<file path="src/rtl/asmi_prog_rx_if.sv">
// Signal bundle between the Ethernet Rx payload path, the ASMI flash controller and the Tx replier.
// The slave modport is the asmi_prog_rx side; the master modport drives the environment side.
interface asmi_prog_rx_if;
  logic [7:0]  rx_data;
  logic        rx_valid;
  logic        rx_last;
  logic        fifo_full;
  logic [7:0]  fifo_wdata;
  logic        fifo_wreq;
  logic        erase;
  logic        erase_ACK;
  logic [13:0] num_blocks;
  logic        erase_done;
  logic        erase_done_ACK;
  logic        send_more;
  logic        send_more_ACK;
  logic        reply_req;
  logic [1:0]  reply_code;
  logic        reply_ack;
  logic [2:0]  err_flags;

  modport slave (
    input  rx_data, rx_valid, rx_last, fifo_full, erase_ACK, erase_done, send_more, reply_ack,
    output fifo_wdata, fifo_wreq, erase, num_blocks, erase_done_ACK, send_more_ACK, reply_req,
           reply_code, err_flags
  );

  modport master (
    output rx_data, rx_valid, rx_last, fifo_full, erase_ACK, erase_done, send_more, reply_ack,
    input  fifo_wdata, fifo_wreq, erase, num_blocks, erase_done_ACK, send_more_ACK, reply_req,
           reply_code, err_flags
  );
endinterface

</file>
<file path="src/rtl/asmi_prog_rx.sv">
// Remote flash programming front end: parses EF FE 03 command frames into ASMI FIFO writes and
// erase requests, and converts controller erase_done/send_more levels into Tx reply requests.
module asmi_prog_rx (
  input  logic          clock,
  input  logic          reset_n,
  asmi_prog_rx_if.slave bus_io
);

  typedef enum logic [3:0] {
    StIdle, StH1, StH2, StCmd, StBlk0, StBlk1, StBlk2, StBlk3, StData, StDrain
  } parse_state_e;

  typedef enum logic [1:0] {RIdle, RReq, RAck} reply_state_e;

  parse_state_e st_q, st_d;
  reply_state_e r_q, r_d;
  logic [8:0]   cnt_q, cnt_d;
  logic [5:0]   blk_q, blk_d;
  logic [13:0]  nb_q, nb_d;
  logic [2:0]   err_q, err_d;
  logic         wreq_q, wreq_d;
  logic [7:0]   wdata_q, wdata_d;
  logic         erase_q, erase_d;
  logic [1:0]   code_q, code_d;
  logic         src_level;

  always_ff @(posedge clock or negedge reset_n) begin
    if (!reset_n) begin
      st_q    <= StIdle;
      r_q     <= RIdle;
      cnt_q   <= '0;
      blk_q   <= '0;
      nb_q    <= '0;
      err_q   <= '0;
      wreq_q  <= 1'b0;
      wdata_q <= '0;
      erase_q <= 1'b0;
      code_q  <= '0;
    end else begin
      st_q    <= st_d;
      r_q     <= r_d;
      cnt_q   <= cnt_d;
      blk_q   <= blk_d;
      nb_q    <= nb_d;
      err_q   <= err_d;
      wreq_q  <= wreq_d;
      wdata_q <= wdata_d;
      erase_q <= erase_d;
      code_q  <= code_d;
    end
  end

  // Frame parser; every transition is qualified by rx_valid.
  always_comb begin
    st_d    = st_q;
    cnt_d   = cnt_q;
    blk_d   = blk_q;
    nb_d    = nb_q;
    err_d   = err_q;
    wreq_d  = 1'b0;
    wdata_d = wdata_q;
    erase_d = erase_q & ~bus_io.erase_ACK;
    if (bus_io.rx_valid) begin
      wdata_d = bus_io.rx_data;
      case (st_q)
        StIdle: begin
          if (bus_io.rx_data == 8'hEF) st_d = StH1;
          else begin
            err_d[0] = 1'b1;
            st_d     = StDrain;
          end
        end
        StH1: begin
          if (bus_io.rx_data == 8'hFE) st_d = StH2;
          else begin
            err_d[0] = 1'b1;
            st_d     = StDrain;
          end
        end
        StH2: begin
          if (bus_io.rx_data == 8'h03) st_d = StCmd;
          else begin
            err_d[0] = 1'b1;
            st_d     = StDrain;
          end
        end
        StCmd: begin
          if (bus_io.rx_data == 8'h01) begin
            st_d  = StBlk0;
            cnt_d = '0;
          end else if (bus_io.rx_data == 8'h02) begin
            // A second erase while one is outstanding is dropped without side effects.
            if (!erase_q) begin
              erase_d = 1'b1;
              err_d   = '0;
            end
            st_d = StDrain;
          end else begin
            err_d[0] = 1'b1;
            st_d     = StDrain;
          end
        end
        StBlk0: st_d = StBlk1;
        StBlk1: st_d = StBlk2;
        StBlk2: begin
          blk_d = bus_io.rx_data[5:0];
          st_d  = StBlk3;
        end
        StBlk3: begin
          nb_d = {blk_q, bus_io.rx_data};
          st_d = StData;
        end
        StData: begin
          cnt_d = cnt_q + 9'd1;
          if (bus_io.fifo_full) err_d[1] = 1'b1;
          else                  wreq_d   = 1'b1;
          if (cnt_d == 9'd256) st_d = StDrain;
        end
        StDrain: st_d = StDrain;
        default: st_d = StIdle;
      endcase
      // Frame ended while still expecting header, count or page bytes.
      if (bus_io.rx_last) begin
        if (st_d inside {StH1, StH2, StCmd, StBlk0, StBlk1, StBlk2, StBlk3, StData}) begin
          err_d[2] = 1'b1;
        end
        st_d = StIdle;
      end
    end
  end

  assign src_level = code_q[0] ? bus_io.erase_done : bus_io.send_more;

  always_comb begin
    r_d    = r_q;
    code_d = code_q;
    case (r_q)
      RIdle: begin
        if (bus_io.erase_done) begin
          code_d = 2'b01;
          r_d    = RReq;
        end else if (bus_io.send_more) begin
          code_d = 2'b10;
          r_d    = RReq;
        end
      end
      RReq:    if (bus_io.reply_ack) r_d = RAck;
      RAck:    if (!src_level) r_d = RIdle;
      default: r_d = RIdle;
    endcase
  end

  assign bus_io.fifo_wreq      = wreq_q;
  assign bus_io.fifo_wdata     = wdata_q;
  assign bus_io.erase          = erase_q;
  assign bus_io.num_blocks     = nb_q;
  assign bus_io.err_flags      = err_q;
  assign bus_io.reply_req      = (r_q == RReq);
  assign bus_io.reply_code     = (r_q == RReq) ? code_q : 2'b00;
  assign bus_io.erase_done_ACK = (r_q == RAck) && code_q[0];
  assign bus_io.send_more_ACK  = (r_q == RAck) && code_q[1];

endmodule

</file>
<file path="src/flat_wrapper.sv">
// flat-port wrapper written by rule: the top's interface ports become plain ports
module asmi_prog_rx_flat 
  (clock, reset_n, bus_io_rx_data, bus_io_rx_valid, bus_io_rx_last, bus_io_fifo_full, bus_io_erase_ACK, bus_io_erase_done, bus_io_send_more, bus_io_reply_ack, bus_io_fifo_wdata, bus_io_fifo_wreq, bus_io_erase, bus_io_num_blocks, bus_io_erase_done_ACK, bus_io_send_more_ACK, bus_io_reply_req, bus_io_reply_code, bus_io_err_flags);
  asmi_prog_rx_if bus_io_i ();
  input  logic clock;
  input  logic reset_n;
  input wire logic [$bits(bus_io_i.rx_data)-1:0] bus_io_rx_data;
  input wire logic [$bits(bus_io_i.rx_valid)-1:0] bus_io_rx_valid;
  input wire logic [$bits(bus_io_i.rx_last)-1:0] bus_io_rx_last;
  input wire logic [$bits(bus_io_i.fifo_full)-1:0] bus_io_fifo_full;
  input wire logic [$bits(bus_io_i.erase_ACK)-1:0] bus_io_erase_ACK;
  input wire logic [$bits(bus_io_i.erase_done)-1:0] bus_io_erase_done;
  input wire logic [$bits(bus_io_i.send_more)-1:0] bus_io_send_more;
  input wire logic [$bits(bus_io_i.reply_ack)-1:0] bus_io_reply_ack;
  output wire logic [$bits(bus_io_i.fifo_wdata)-1:0] bus_io_fifo_wdata;
  output wire logic [$bits(bus_io_i.fifo_wreq)-1:0] bus_io_fifo_wreq;
  output wire logic [$bits(bus_io_i.erase)-1:0] bus_io_erase;
  output wire logic [$bits(bus_io_i.num_blocks)-1:0] bus_io_num_blocks;
  output wire logic [$bits(bus_io_i.erase_done_ACK)-1:0] bus_io_erase_done_ACK;
  output wire logic [$bits(bus_io_i.send_more_ACK)-1:0] bus_io_send_more_ACK;
  output wire logic [$bits(bus_io_i.reply_req)-1:0] bus_io_reply_req;
  output wire logic [$bits(bus_io_i.reply_code)-1:0] bus_io_reply_code;
  output wire logic [$bits(bus_io_i.err_flags)-1:0] bus_io_err_flags;
  assign bus_io_i.rx_data = bus_io_rx_data;
  assign bus_io_i.rx_valid = bus_io_rx_valid;
  assign bus_io_i.rx_last = bus_io_rx_last;
  assign bus_io_i.fifo_full = bus_io_fifo_full;
  assign bus_io_i.erase_ACK = bus_io_erase_ACK;
  assign bus_io_i.erase_done = bus_io_erase_done;
  assign bus_io_i.send_more = bus_io_send_more;
  assign bus_io_i.reply_ack = bus_io_reply_ack;
  assign bus_io_fifo_wdata = bus_io_i.fifo_wdata;
  assign bus_io_fifo_wreq = bus_io_i.fifo_wreq;
  assign bus_io_erase = bus_io_i.erase;
  assign bus_io_num_blocks = bus_io_i.num_blocks;
  assign bus_io_erase_done_ACK = bus_io_i.erase_done_ACK;
  assign bus_io_send_more_ACK = bus_io_i.send_more_ACK;
  assign bus_io_reply_req = bus_io_i.reply_req;
  assign bus_io_reply_code = bus_io_i.reply_code;
  assign bus_io_err_flags = bus_io_i.err_flags;
  asmi_prog_rx u_core (.clock(clock), .reset_n(reset_n), .bus_io(bus_io_i));
endmodule
</file>
<file path="config.mk">
export PLATFORM = sky130hd
export DESIGN_NAME = asmi_prog_rx_flat
export DESIGN_NICKNAME = d
export VERILOG_FILES = /design/src/rtl/asmi_prog_rx_if.sv /design/src/rtl/asmi_prog_rx.sv /design/src/flat_wrapper.sv
export SDC_FILE = /design/constraint.sdc
export NUM_CORES = 1
export LEC_CHECK = 0
export ABC_AREA = 1
export BUFFER_PORTS_ARGS = -buffer_cell sky130_fd_sc_hd__buf_2
export CORE_UTILIZATION = 55
export DETAILED_ROUTE_END_ITERATION = 7
export GPL_ROUTABILITY_DRIVEN = 1
export GPL_TIMING_DRIVEN = 1
export PLACE_DENSITY = 0.76
export RECOVER_POWER = 25
export SYNTH_ARGS = -nofsm -noshare
export SYNTH_HDL_FRONTEND = slang
export SYNTH_SLANG_ARGS = --single-unit
</file>
<file path="constraint.sdc">
create_clock -name clock -period 5.17 [get_ports clock]
set_clock_uncertainty 0.2 [all_clocks]
set_input_delay 0.517 -clock clock [delete_from_list [all_inputs] [get_ports clock]]
set_output_delay 0.517 -clock clock [all_outputs]
set_load 0.1 [all_outputs]
</file>
======== After elaboration in Yosys (flattened, before gate mapping) ========
Cells that the tools add are included.
storage, ports and cells
  output and inout port bits .............. 32
  bits of input ports ..................... 17
  flip-flop bits (word level) ............. 50
operators by class
  equal/unequal tests ..................... 37
  mux-type cells .......................... 40
  reduce and logical (&&, ||, !) cells .... 15
  $add $sub $neg .......................... 1
  bitwise gates (word level) .............. 2
operator list
  cell                                                  number
  case mux 4 bit (10 select lines)                      1
  equality test 4 x 3 -> 1 bit (second input constant)  8
  2-to-1 mux 4 bit                                      7
  case mux 9 bit (2 select lines)                       1
  2-to-1 mux 1 bit                                      17
  equality test 4 x 2 -> 1 bit (second input constant)  4
  equality test 8 x 2 -> 1 bit (second input constant)  2
  equality test 8 bit (second input constant)           2
  2-to-1 mux 2 bit                                      8
  inequality test 2 bit (second input constant)         8
  equality test 4 bit (second input constant)           3
  adder 9 x 1 -> 9 bit (second input constant)          1
  equality test 9 bit (second input constant)           1
  2-to-1 mux 9 bit                                      1
  equality test 4 x 1 -> 1 bit (second input constant)  2
  equality test 8 x 1 -> 1 bit (second input constant)  1
  nonzero test 8 bit                                    1
  AND reduction 7 bit                                   1
  2-to-1 mux 3 bit                                      2
  inequality test 3 bit (second input constant)         2
  case mux 2 bit (3 select lines)                       1
  AND reduction 2 bit                                   3
  AND reduction 3 bit                                   2
  AND reduction 6 bit                                   1
  other kinds (12)                                      15

======== Depth between registers and ports, before layout ========
  word-level depth ........................ 9
  gate-level depth with buffers ........... 12
  gate-level depth less buffers ........... 12

======== Worst setup path before layout ========
OpenSTA, ideal clock, no wires.
  path kind ............................... reg2out
  from .................................... register u_core.r_q[1]
  to ...................................... output bus_io_reply_code[0]
  buffers on the path ..................... 0
  arrival time ............................ 3.280 ns
  slack ................................... 1.173 ns
  stages on the path, launching flop included .. 4
  cell sequence ........................... dfrtp_1 nor2_1 inv_1 nor2_1
between the ends
  cells in the longest elaborated chain, start to end .. 2
RTL lines
  item                          RTL line             source
  start, declared               asmi_prog_rx.sv:16   reply_state_e r_q, r_d;
  start signal, assigned        asmi_prog_rx.sv:30   r_q <= RIdle;
  start signal, assigned        asmi_prog_rx.sv:41   r_q <= r_d;
  equality test 2 x 1 -> 1 bit  n/a
  net bus_io_reply_req          flat_wrapper.sv:21   output wire logic [$bits(bus_io_i.reply_req)-1:0] bus_io_reply_req;
  2-to-1 mux 2 bit              asmi_prog_rx.sv:159  assign bus_io.reply_code = (r_q == RReq) ? code_q : 2'b00;
  end, declared                 flat_wrapper.sv:22   output wire logic [$bits(bus_io_i.reply_code)-1:0] bus_io_reply_code;
The timed path passes the listed nets, and every way through them passes these cells.

==> metrics.txt <==
final worst hold slack=178 ps; Period Utilization, post-route=about half; maximum resistive drop on vdd=0.248 mV; mean number of vias per cell=~5.3; crit-path max cell delay=1790 ps; post-synthesis mux area share=0%; vias in the first global route=between 1500 and 2000; final setup violation count=0; Cell Chain, Critical Path=clkbuf_1; setup repair after global routing missed its margin=no; share of synthesized area occupied by flip-flops and latches=50.8%; dominant combinational cell family by area after synthesis=simple AND/OR/NAND/NOR gates; # IOs=49; last weighted congestion value of the routability-driven placer=0.890; Max Cap Violations=1; final-layout setup total negative slack=0 ps; Nets=390; launch instance of the worst min-delay path=bus_io_erase_ACK; placed wire-length estimate=3890 um; synthesized net count=341; CTS sink count=50; post-route total power=1.24 mW; worst min-delay path category=in -> reg; Post-Synthesis Cells=323; largest delay contributor family on the critical path=buffers and inverters; ys flop type=dfrtp_1; number of H-tree branching levels=2; largest net degree at the start of global routing=51; mean instance size in the synthesized netlist=between 7 and 8 um^2; run status=finished, violations left; CP Launch Type=input pin; critical path class=in -> async; clock-pin slew on the worst setup and hold paths=90 ps; IO Port Bufs=48; CTS tree=done; number of flops mapped to enable cells by yosys=0; root buf cell=clkbuf_8; number of design-rule violations left by the first detailed-router iteration=211; post-synthesis to final-layout area growth=14.9%; Worst Tran Pin Value=~2600 ps; cell area after synthesis=0.00246 mm^2; share of final-layout standard cells stronger than drive strength 1=18.5%; Slowest-stage cell, CP=clkbuf_1; final number of max-transition violations=51; Die H=68.9 um; post-synthesis simple-gate area fraction=27.4%; Antenna Violating Nets Remaining=0; number of core rows=23; total global-route track usage=25.1%; LEAKAGE=1.46 nW; GRT overflow=0; endpoint required time on the critical path=~4900 ps; highest clock frequency the design can meet=0.374 GHz; number of antenna violations at the first check in global routing=0; Worst Setup End Kind=async pin; warning count from the yosys run=0; antenna diode count=0; number of distinct library cell variants in the gate-level netlist after synthesis=27; WL per Instance=12.7 um; Clock Tree Buf Depth=2; Core Area=0.00414 mm^2; starting density of the core=59.5%; Die X-Extent=about 69 um; number of gates resized after CTS=0; failing checks=max-capacitance violations, max-slew violations; share of async-settable or async-resettable flops after synthesis=100%; final critical path time including I/O delays and setup=approximately 2700 ps; count of buffer and inverter cells on the critical path=1; critical path fanouts, max=50; power per unit of standard cell area=437 mW/mm^2; number of buffers added by the clock tree synthesis step=5; remaining max-slew budget at the tightest pin=-72.0%; Post-route DRC=0; number of synthesized register bits=50; post-synthesis compound-gate area fraction=between 10% and 20%; Filler Cell Count=351; Pre-Repair DR Iteration Count=5; adder and majority cell fraction of the synthesized area=0.508%; full die area=~0.0048 mm^2; Hold Vio Cnt, Final=0; vias after detailed routing=2244; Post-CTS Hold Fix Bufs=0; post-CTS setup-driven buffer insertion count=0; beginning of the critical path=reset_n; Routed Wire Length=5380 um; worst reg2reg startpoint=u_core.cnt_q[0]; crit path DAT=roughly 2400 ps; xor-xnor portion of the synthesized cell area=0.711%; first-pass GRT wire length=8670 um; clock latency at the later pin of the worst-skew pair=300 ps
cell families after synthesis:
kind of cell               count (synthesis)
AOI/OAI and AO/OA                         57
xor gates and xnor gates                   2
adders and majority gates                  1
buffers and inverters                     52
DFF                                       50
and+or+nand+nor                          161
worst paths after layout:
| kind | cells past startpoint | slack [ps] | to |
|---|---|---|---|
| worst max-delay path | 1 | 2500 | u_core.bus_io.num_blocks[9] |
| worst min-delay path | 2 | 180 | u_core.bus_io.erase |
| worst max register to register | 10 | 3240 | u_core.bus_io.err_flags[2] |
| worst min register to register | 2 | 290 | u_core.bus_io.err_flags[1] |
| max in group clock | 4 | 2910 | bus_io_reply_code[1] |
| min in group asynchronous | 1 | 790 | u_core.r_q[0] |
per-layer routing:
| layer | vias to the layer above | global-route usage [%] | wire, um |
|---|---|---|---|
| met5 | - | 0 | 0 |
| met4 | 0 | 10.5 | 89 |
| met3 | 8 | 6.25 | 322 |
| met2 | 70 | 39.1 | 2390 |
| met1 | 1050 | 33.4 | 2580 |
| li1 | 1116 | - | - |
worst register-to-register path, delay by kind of cell, from the launching register on:
family	cells	cell delay, ps
adders and majority gates	1	230
and+or+nand+nor	8	790
DFF	1	410
AOI/OAI and AO/OA	1	210
state kept, by name, summed over array words and instances, names as in the netlist:
signal                    count
u_core.bus_io.num_blocks     14
u_core.cnt_q                  9
u_core.bus_io.fifo_wdata      8
u_core.blk_q                  6
u_core.st_q                   4
u_core.bus_io.err_flags       3
u_core.code_q                 2
u_core.r_q                    2
u_core.bus_io.erase           1
u_core.bus_io.fifo_wreq       1
cell type report:
cell class                 instances  area, um^2  area share, %
multi-input combinational        221        1010           35.8
sequential                        50        1250           44.2
timing repair buffer              49         245           8.66
tap                               50        62.6           2.21
clock buffer                       5        68.8           2.43
inverter                          45         169           5.97
clock inverter                     3        21.3          0.751
synthesized netlist by cell type, types with 3 or more instances:
| cell | count | area share, % |
|---|---|---|
| dfrtp_1 | 50 | 51 |
| nand2_1 | 87 | 13 |
| a21oi_1 | 6 | 1.2 |
| o21ai_0 | 43 | 8.7 |
| inv_2 | 4 | 0.61 |
| buf_2 | 3 | 0.61 |
| o22ai_1 | 3 | 0.76 |
| nand2_2 | 3 | 0.76 |
| nand3_1 | 21 | 4.3 |
| clkbuf_1 | 4 | 0.61 |
| nor2_1 | 38 | 5.8 |
| nand4_1 | 3 | 0.76 |
| nor2_2 | 4 | 1.0 |
| inv_1 | 41 | 6.2 |
layout by cell type (no fill, tap or decap), types with 2 or more instances in the layout:
cell	n
a21oi_1	6
buf_2	46
clkbuf_1	2
clkbuf_8	5
dfrtp_1	50
inv_1	41
inv_2	4
nand2_1	87
nand2_2	3
nand3_1	21
nand4_1	3
nor2_1	38
nor2_2	4
o21ai_0	43
o22ai_1	3
per-stage QoR:
step | utilization (%) | instance area (um^2) | cells | worst slack (ps)
after floorplan | - | 2460 | 323 | 1170
after global placement | 66.2 | 2740 | 415 | 3170
after detailed placement | 66.2 | 2740 | 415 | 3100
after CTS | 68.4 | 2830 | 423 | 2910
after global routing | 68.3 | 2830 | 423 | 1920
final | 68.3 | 2830 | 423 | 2500
power breakdown:
group	switching, mW	total [mW]	leakage [nW]	internal (mW)
Combinational	0.391	0.495	0.780	0.104
Sequential	0.0548	0.515	0.637	0.460
Clock	0.133	0.228	0.0441	0.0952
Total	0.578	1.24	1.46	0.660
(Power assumes the default switching activity.)
